### src/rtl/systolic_feed_ctrl.sv
// rtl/systolic_feed_ctrl.sv - operand feed sequencer for an N x N systolic array
// Optional DRAIN watchdog enabled by defining FEED_TIMEOUT_EN.
module systolic_feed_ctrl #(
    parameter int SIZE           = 6,
    parameter int DATA_WIDTH     = 32,
    parameter int TIMEOUT_CYCLES = 256,
    localparam int AW = (SIZE > 1) ? $clog2(SIZE) : 1
) (
    input  logic                         clk,
    input  logic                         rst,
    input  logic                         start,
    output logic                         busy,
    output logic                         done,
    output logic                         error,
    output logic                         a_rd_en,
    output logic                         b_rd_en,
    output logic [AW-1:0]                rd_addr,
    input  logic [SIZE*DATA_WIDTH-1:0]   a_rd_data,
    input  logic [SIZE*DATA_WIDTH-1:0]   b_rd_data,
    output logic                         array_clr,
    output logic [SIZE*DATA_WIDTH-1:0]   west_o,
    output logic [SIZE*DATA_WIDTH-1:0]   north_o,
    input  logic                         array_done
);
    localparam int TW = $clog2(3 * SIZE);
    localparam logic [TW-1:0] T_N    = TW'(SIZE);
    localparam logic [TW-1:0] T_LAST = TW'(3 * SIZE - 1);

    typedef enum logic [2:0] {S_IDLE, S_CLEAR, S_FEED, S_DRAIN, S_FIN} state_t;

    state_t          state_q, state_d;
    logic [TW-1:0]   t_q, t_d;
    logic            busy_q, busy_d;
    logic            done_q, done_d;
    logic            clr_q, clr_d;
    logic            rd_en_q, rd_en_d;
    logic [AW-1:0]   rd_addr_q, rd_addr_d;
    logic            valid_q, valid_d;

`ifdef FEED_TIMEOUT_EN
    localparam int CW = (TIMEOUT_CYCLES > 1) ? $clog2(TIMEOUT_CYCLES) : 1;
    localparam logic [CW-1:0] C_LAST = CW'(TIMEOUT_CYCLES - 1);
    logic [CW-1:0]   cnt_q, cnt_d;
    logic            error_q, error_d;
`endif

    always_comb begin
        state_d = state_q;
        t_d     = t_q;
`ifdef FEED_TIMEOUT_EN
        cnt_d   = '0;
        error_d = 1'b0;
`endif
        case (state_q)
            S_IDLE:  if (start) state_d = S_CLEAR;
            S_CLEAR: begin
                state_d = S_FEED;
                t_d     = '0;
            end
            S_FEED: begin
                if (t_q == T_LAST) begin
                    state_d = S_DRAIN;
                    t_d     = '0;
                end else begin
                    t_d = t_q + 1'b1;
                end
            end
            // array_done is only trusted here; earlier it may be stale from the last job
            S_DRAIN: begin
`ifdef FEED_TIMEOUT_EN
                if (array_done) begin
                    state_d = S_FIN;
                end else if (cnt_q == C_LAST) begin
                    state_d = S_FIN;
                    error_d = 1'b1;
                end else begin
                    cnt_d = cnt_q + 1'b1;
                end
`else
                if (array_done) state_d = S_FIN;
`endif
            end
            S_FIN:   state_d = S_IDLE;
            default: state_d = S_IDLE;
        endcase

        busy_d    = (state_d != S_IDLE);
        done_d    = (state_d == S_FIN);
        clr_d     = (state_d == S_CLEAR);
        rd_en_d   = (state_d == S_FEED) && (t_d < T_N);
        rd_addr_d = rd_en_d ? t_d[AW-1:0] : '0;
        valid_d   = rd_en_q;
    end

    always_ff @(posedge clk) begin
        if (rst) begin
            state_q   <= S_IDLE;
            t_q       <= '0;
            busy_q    <= 1'b0;
            done_q    <= 1'b0;
            clr_q     <= 1'b1;
            rd_en_q   <= 1'b0;
            rd_addr_q <= '0;
            valid_q   <= 1'b0;
`ifdef FEED_TIMEOUT_EN
            cnt_q     <= '0;
            error_q   <= 1'b0;
`endif
        end else begin
            state_q   <= state_d;
            t_q       <= t_d;
            busy_q    <= busy_d;
            done_q    <= done_d;
            clr_q     <= clr_d;
            rd_en_q   <= rd_en_d;
            rd_addr_q <= rd_addr_d;
            valid_q   <= valid_d;
`ifdef FEED_TIMEOUT_EN
            cnt_q     <= cnt_d;
            error_q   <= error_d;
`endif
        end
    end

    assign busy      = busy_q;
    assign done      = done_q;
    assign array_clr = clr_q;
    assign a_rd_en   = rd_en_q;
    assign b_rd_en   = rd_en_q;
    assign rd_addr   = rd_addr_q;

`ifdef FEED_TIMEOUT_EN
    assign error = error_q;
`else
    assign error = 1'b0;
    if (TIMEOUT_CYCLES < 1) begin : g_bad_timeout
    end
`endif

    // Memory data is gated by the delayed read strobe so stale read data never leaks out.
    for (genvar i = 0; i < SIZE; i++) begin : g_lane
        logic [DATA_WIDTH-1:0] a_in, b_in;
        assign a_in = valid_q ? a_rd_data[i*DATA_WIDTH +: DATA_WIDTH] : '0;
        assign b_in = valid_q ? b_rd_data[i*DATA_WIDTH +: DATA_WIDTH] : '0;

        if (i == 0) begin : g_direct
            assign west_o[i*DATA_WIDTH +: DATA_WIDTH]  = a_in;
            assign north_o[i*DATA_WIDTH +: DATA_WIDTH] = b_in;
        end else begin : g_dly
            logic [DATA_WIDTH-1:0] wd_q [i];
            logic [DATA_WIDTH-1:0] wd_d [i];
            logic [DATA_WIDTH-1:0] nd_q [i];
            logic [DATA_WIDTH-1:0] nd_d [i];

            always_comb begin
                wd_d[0] = a_in;
                nd_d[0] = b_in;
                for (int k = 1; k < i; k++) begin
                    wd_d[k] = wd_q[k-1];
                    nd_d[k] = nd_q[k-1];
                end
            end

            always_ff @(posedge clk) begin
                if (rst) begin
                    wd_q <= '{default: '0};
                    nd_q <= '{default: '0};
                end else begin
                    wd_q <= wd_d;
                    nd_q <= nd_d;
                end
            end

            assign west_o[i*DATA_WIDTH +: DATA_WIDTH]  = wd_q[i-1];
            assign north_o[i*DATA_WIDTH +: DATA_WIDTH] = nd_q[i-1];
        end
    end
endmodule

### config.mk
export PLATFORM = sky130hd
export DESIGN_NAME = systolic_feed_ctrl
export DESIGN_NICKNAME = d
export VERILOG_FILES = /design/src/rtl/systolic_feed_ctrl.sv
export SDC_FILE = /design/constraint.sdc
export NUM_CORES = 1
export LEC_CHECK = 0
export ABC_AREA = 1
export BUFFER_PORTS_ARGS = -buffer_cell sky130_fd_sc_hd__buf_2
export CORE_AREA = 2 2 304 306
export CTS_BUF_LIST = sky130_fd_sc_hd__clkbuf_16
export CTS_CLUSTER_SIZE = 25
export DETAILED_ROUTE_END_ITERATION = 8
export DIE_AREA = 0 0 306 308
export PLACE_DENSITY = 0.52
export SETUP_SLACK_MARGIN = 0.05
export SYNTH_ARGS = -nofsm -noshare
export SYNTH_HDL_FRONTEND = slang
export SYNTH_SLANG_ARGS = --single-unit
### constraint.sdc
create_clock -name clk -period 2.68 [get_ports clk]
set_clock_uncertainty 0.15 [all_clocks]
set_input_delay 0.134 -clock clk [delete_from_list [all_inputs] [get_ports clk]]
set_output_delay 0.134 -clock clk [all_outputs]
set_load 0.02 [all_outputs]
==> results.json <==
{
  "drive_gt1_share_pct": 21.23,
  "yosys.area.top_type": "dfxtp_1",
  "routed_wl_um": 67830,
  "arrival_ps": 2070,
  "clk_path_buf_depth": 3,
  "port_buffers": 779,
  "overflow": 0,
  "power_density_mw_per_mm2": 741.5,
  "irDropWorstVdd_uv": 515.9,
  "final_cell_mix": "1,055 x inv_1, 984 x nor2_1, 975 x dfxtp_1",
  "tritoncts": "done",
  "r2r_start": "valid_q",
  "seq_area_mm2": 0.01954,
  "fp.coreArea_mm2": 0.09097,
  "regToRegSetupSlack_ps": 850,
  "drt_iter0_drc": 894,
  "seq_area_frac_synth_pct": 69.33,
  "worstSetupStartpointType": "flip-flop",
  "p_leak_nw": 19.68,
  "setup_tns_ps": 0,
  "multi_input_area_mm2": 0.004183,
  "dieArea_mm2": 0.09425,
  "worst_pin_slew_ps": 1040,
  "htree_levels": 3,
  "cts_made_buffers": 101,
  "fillCellCount": 8941,
  "hold_class": "primary input to flip-flop",
  "die_x_um": 306,
  "finalSetupViolCount": 0,
  "drt_drc_violations_left": 0,
  "timing.final.ws_setup_ps": 327.7,
  "worstPathRequired_ps": 2400,
  "fmax_ghz": 0.4251,
  "ys_types": 21,
  "synth_warnings": 0,
  "dr.pass1.iters": 4,
  "fp-row-count": 111,
  "utilization_pct": 43.82,
  "grt_pass1_wl_um": 103000,
  "detail-route-antenna-nets": 0,
  "insertion_delay_ps": 660,
  "grtUsageTotal_pct": 13.96,
  "syn-num-nets": 3612,
  "hpwl_um": 44700,
  "area_growth_pct": 41.42,
  "pre_cts_slack_ps": 648.0,
  "max_slew_margin_pct": 30.64,
  "max-cap-violations": 0,
  "worst_setup_path_end_kind": "output pin",
  "gp_congestion": 0.7820,
  "ios": 781,
  "min_to": "g_lane[4].g_dly.nd_d[79]",
  "grt_pass1_vias": 19300,
  "cts_root_buf": "clkbuf_16",
  "status": "complete, no violations",
  "reg2regPathDepth": 4,
  "rsz0062_at_grt": "no",
  "cts_sinks": 976,
  "crit_fanout": 35,
  "grt_start_max_net_pins": 232,
  "drv_slew": 0,
  "hold_violations": 0,
  "worstSetupPathType": "flip-flop to output pin",
  "synth-seq-cells": 976,
  "hp-start": "b_rd_data[143]",
  "syn-instance-count": 3222,
  "synth_area_mm2": 0.02818,
  "synth.top_cell.area_share_pct": 69.33,
  "min_period_ps": 2352,
  "vias": 20490,
  "die_y_um": 308,
  "r2r-end": "g_lane[4].g_dly.nd_d[68]",
  "postSynthAreaPerCell_um2": 8.747,
  "layout_commonest_cell": "inv_1",
  "via_per_inst": 3.649,
  "nets": 4732,
  "synth.area.top_cells": "dfxtp_1 69%, inv_1 14%, nor2_1 13%",
  "period_share_pct": 87.77,
  "path_clk_slew_ps": 60,
  "whs_path_depth": 4,
  "start_util_pct": 30.98,
  "wl_per_cell_um": 12.08,
  "antenna_found_initial": 13
}
## metrics by stage
step	hold WS [ps]	cell area, um^2	std cells	total power, mW
after floorplan	64.11	28180	3222	15.45
after global placement	196.3	33170	5082	15.90
after detailed placement	201.4	33170	5082	15.90
after CTS	0.4494	39850	5610	30.04
after global routing	18.93	39860	5614	30.74
final	70.49	39860	5614	29.55
## report_power, final
part           switching [mW]  total (mW)  internal [mW]
Combinational           0.639        1.31          0.670
Sequential             0.0492        14.7           14.6
Clock                    5.70        13.6           7.87
## synthesized netlist by cell type
cell and number:
inv_1 1039, nor2_1 984, dfxtp_1 976, buf_2 96, nand2_1 79, clkbuf_1 16, nand3_1 7, a21oi_1 4
nand3_2 3, nor2_2 3, buf_1 2, buf_4 2, ha_1 2, nand2_2 2, a21o_1 1, a21oi_2 1
conb_1 1, inv_4 1, nand2_4 1, nand4_1 1, or3_1 1
## critical path, cell delays in order, from the launching register on
cell and delay (ps):
dfxtp_4 590, buf_4 400, nand2_1 150, inv_1 70, buf_2 150
## logic make-up (layout without fill, tap and decap cells)
| family | after synthesis | in the layout | synth area share (%) |
|---|---|---|---|
| simple gates | 1081 | 1081 | 14.58 |
| other cells | 1 | 5 | 0.01331 |
| flops | 976 | 976 | 69.33 |
| buf+inv | 1156 | 2358 | 15.86 |
| compound gates | 6 | 6 | 0.1288 |
| fa+ha+maj | 2 | 2 | 0.08878 |
## cell type report
cell class	count	share of cell area, %
clock inverter	83	1.739
timing repair buffer	1133	18.78
clock buffer	102	6.404
sequential	976	49.03
tap	1186	3.723
antenna	4	0.02511
inverter	1040	9.800
multi-input combinational	1090	10.49
## registers in the layout (all words and copies together), names as in the netlist, 3 cells and up
register and cells:
west_o 128, north_o 128, g_lane.g_dly.nd_q 32, rd_addr 3, g_lane.g_dly.wd_d 320, t_q 5
g_lane.g_dly.nd_d 320, state_q 3, g_lane.g_dly.wd_q 32
## per-layer routing
layer / GRT usage (%) / part of all wire [%] / vias up
li1: - / - / 10890
met1: 16.55 / 43 / 8914
met2: 22.77 / 46 / 516
met3: 5.449 / 7.8 / 149
met4: 5.258 / 3.0 / 18
met5: 0 / 0.16 / -
## worst max path at each step
| stage | slack (ps) | depth (start not counted) | to | start |
|---|---|---|---|---|
| 6_report | 330 | 4 | north_o[31] | valid_q |
| 5_1_grt | 190 | 4 | north_o[31] | valid_q |
| 4_1_cts | 200 | 4 | north_o[31] | valid_q |
| 3_5_place_dp | 650 | 4 | g_lane[5].g_dly.nd_d[110] | valid_q |
| 2_1_floorplan | 1160 | 9 | busy | t_q[1] |
| 3_3_place_gp | 680 | 4 | g_lane[4].g_dly.nd_d[68] | valid_q |
## timing repair
action | 4_1_cts | 5_1_grt
setup buffers | 0 | 0
hold endpoints to repair | 671 | 0
setup endpoints to repair | 12 | 0
gates resized for setup | 1 | 0
hold buffers | 343 | 0
Power figures use the tool's default switching activity.
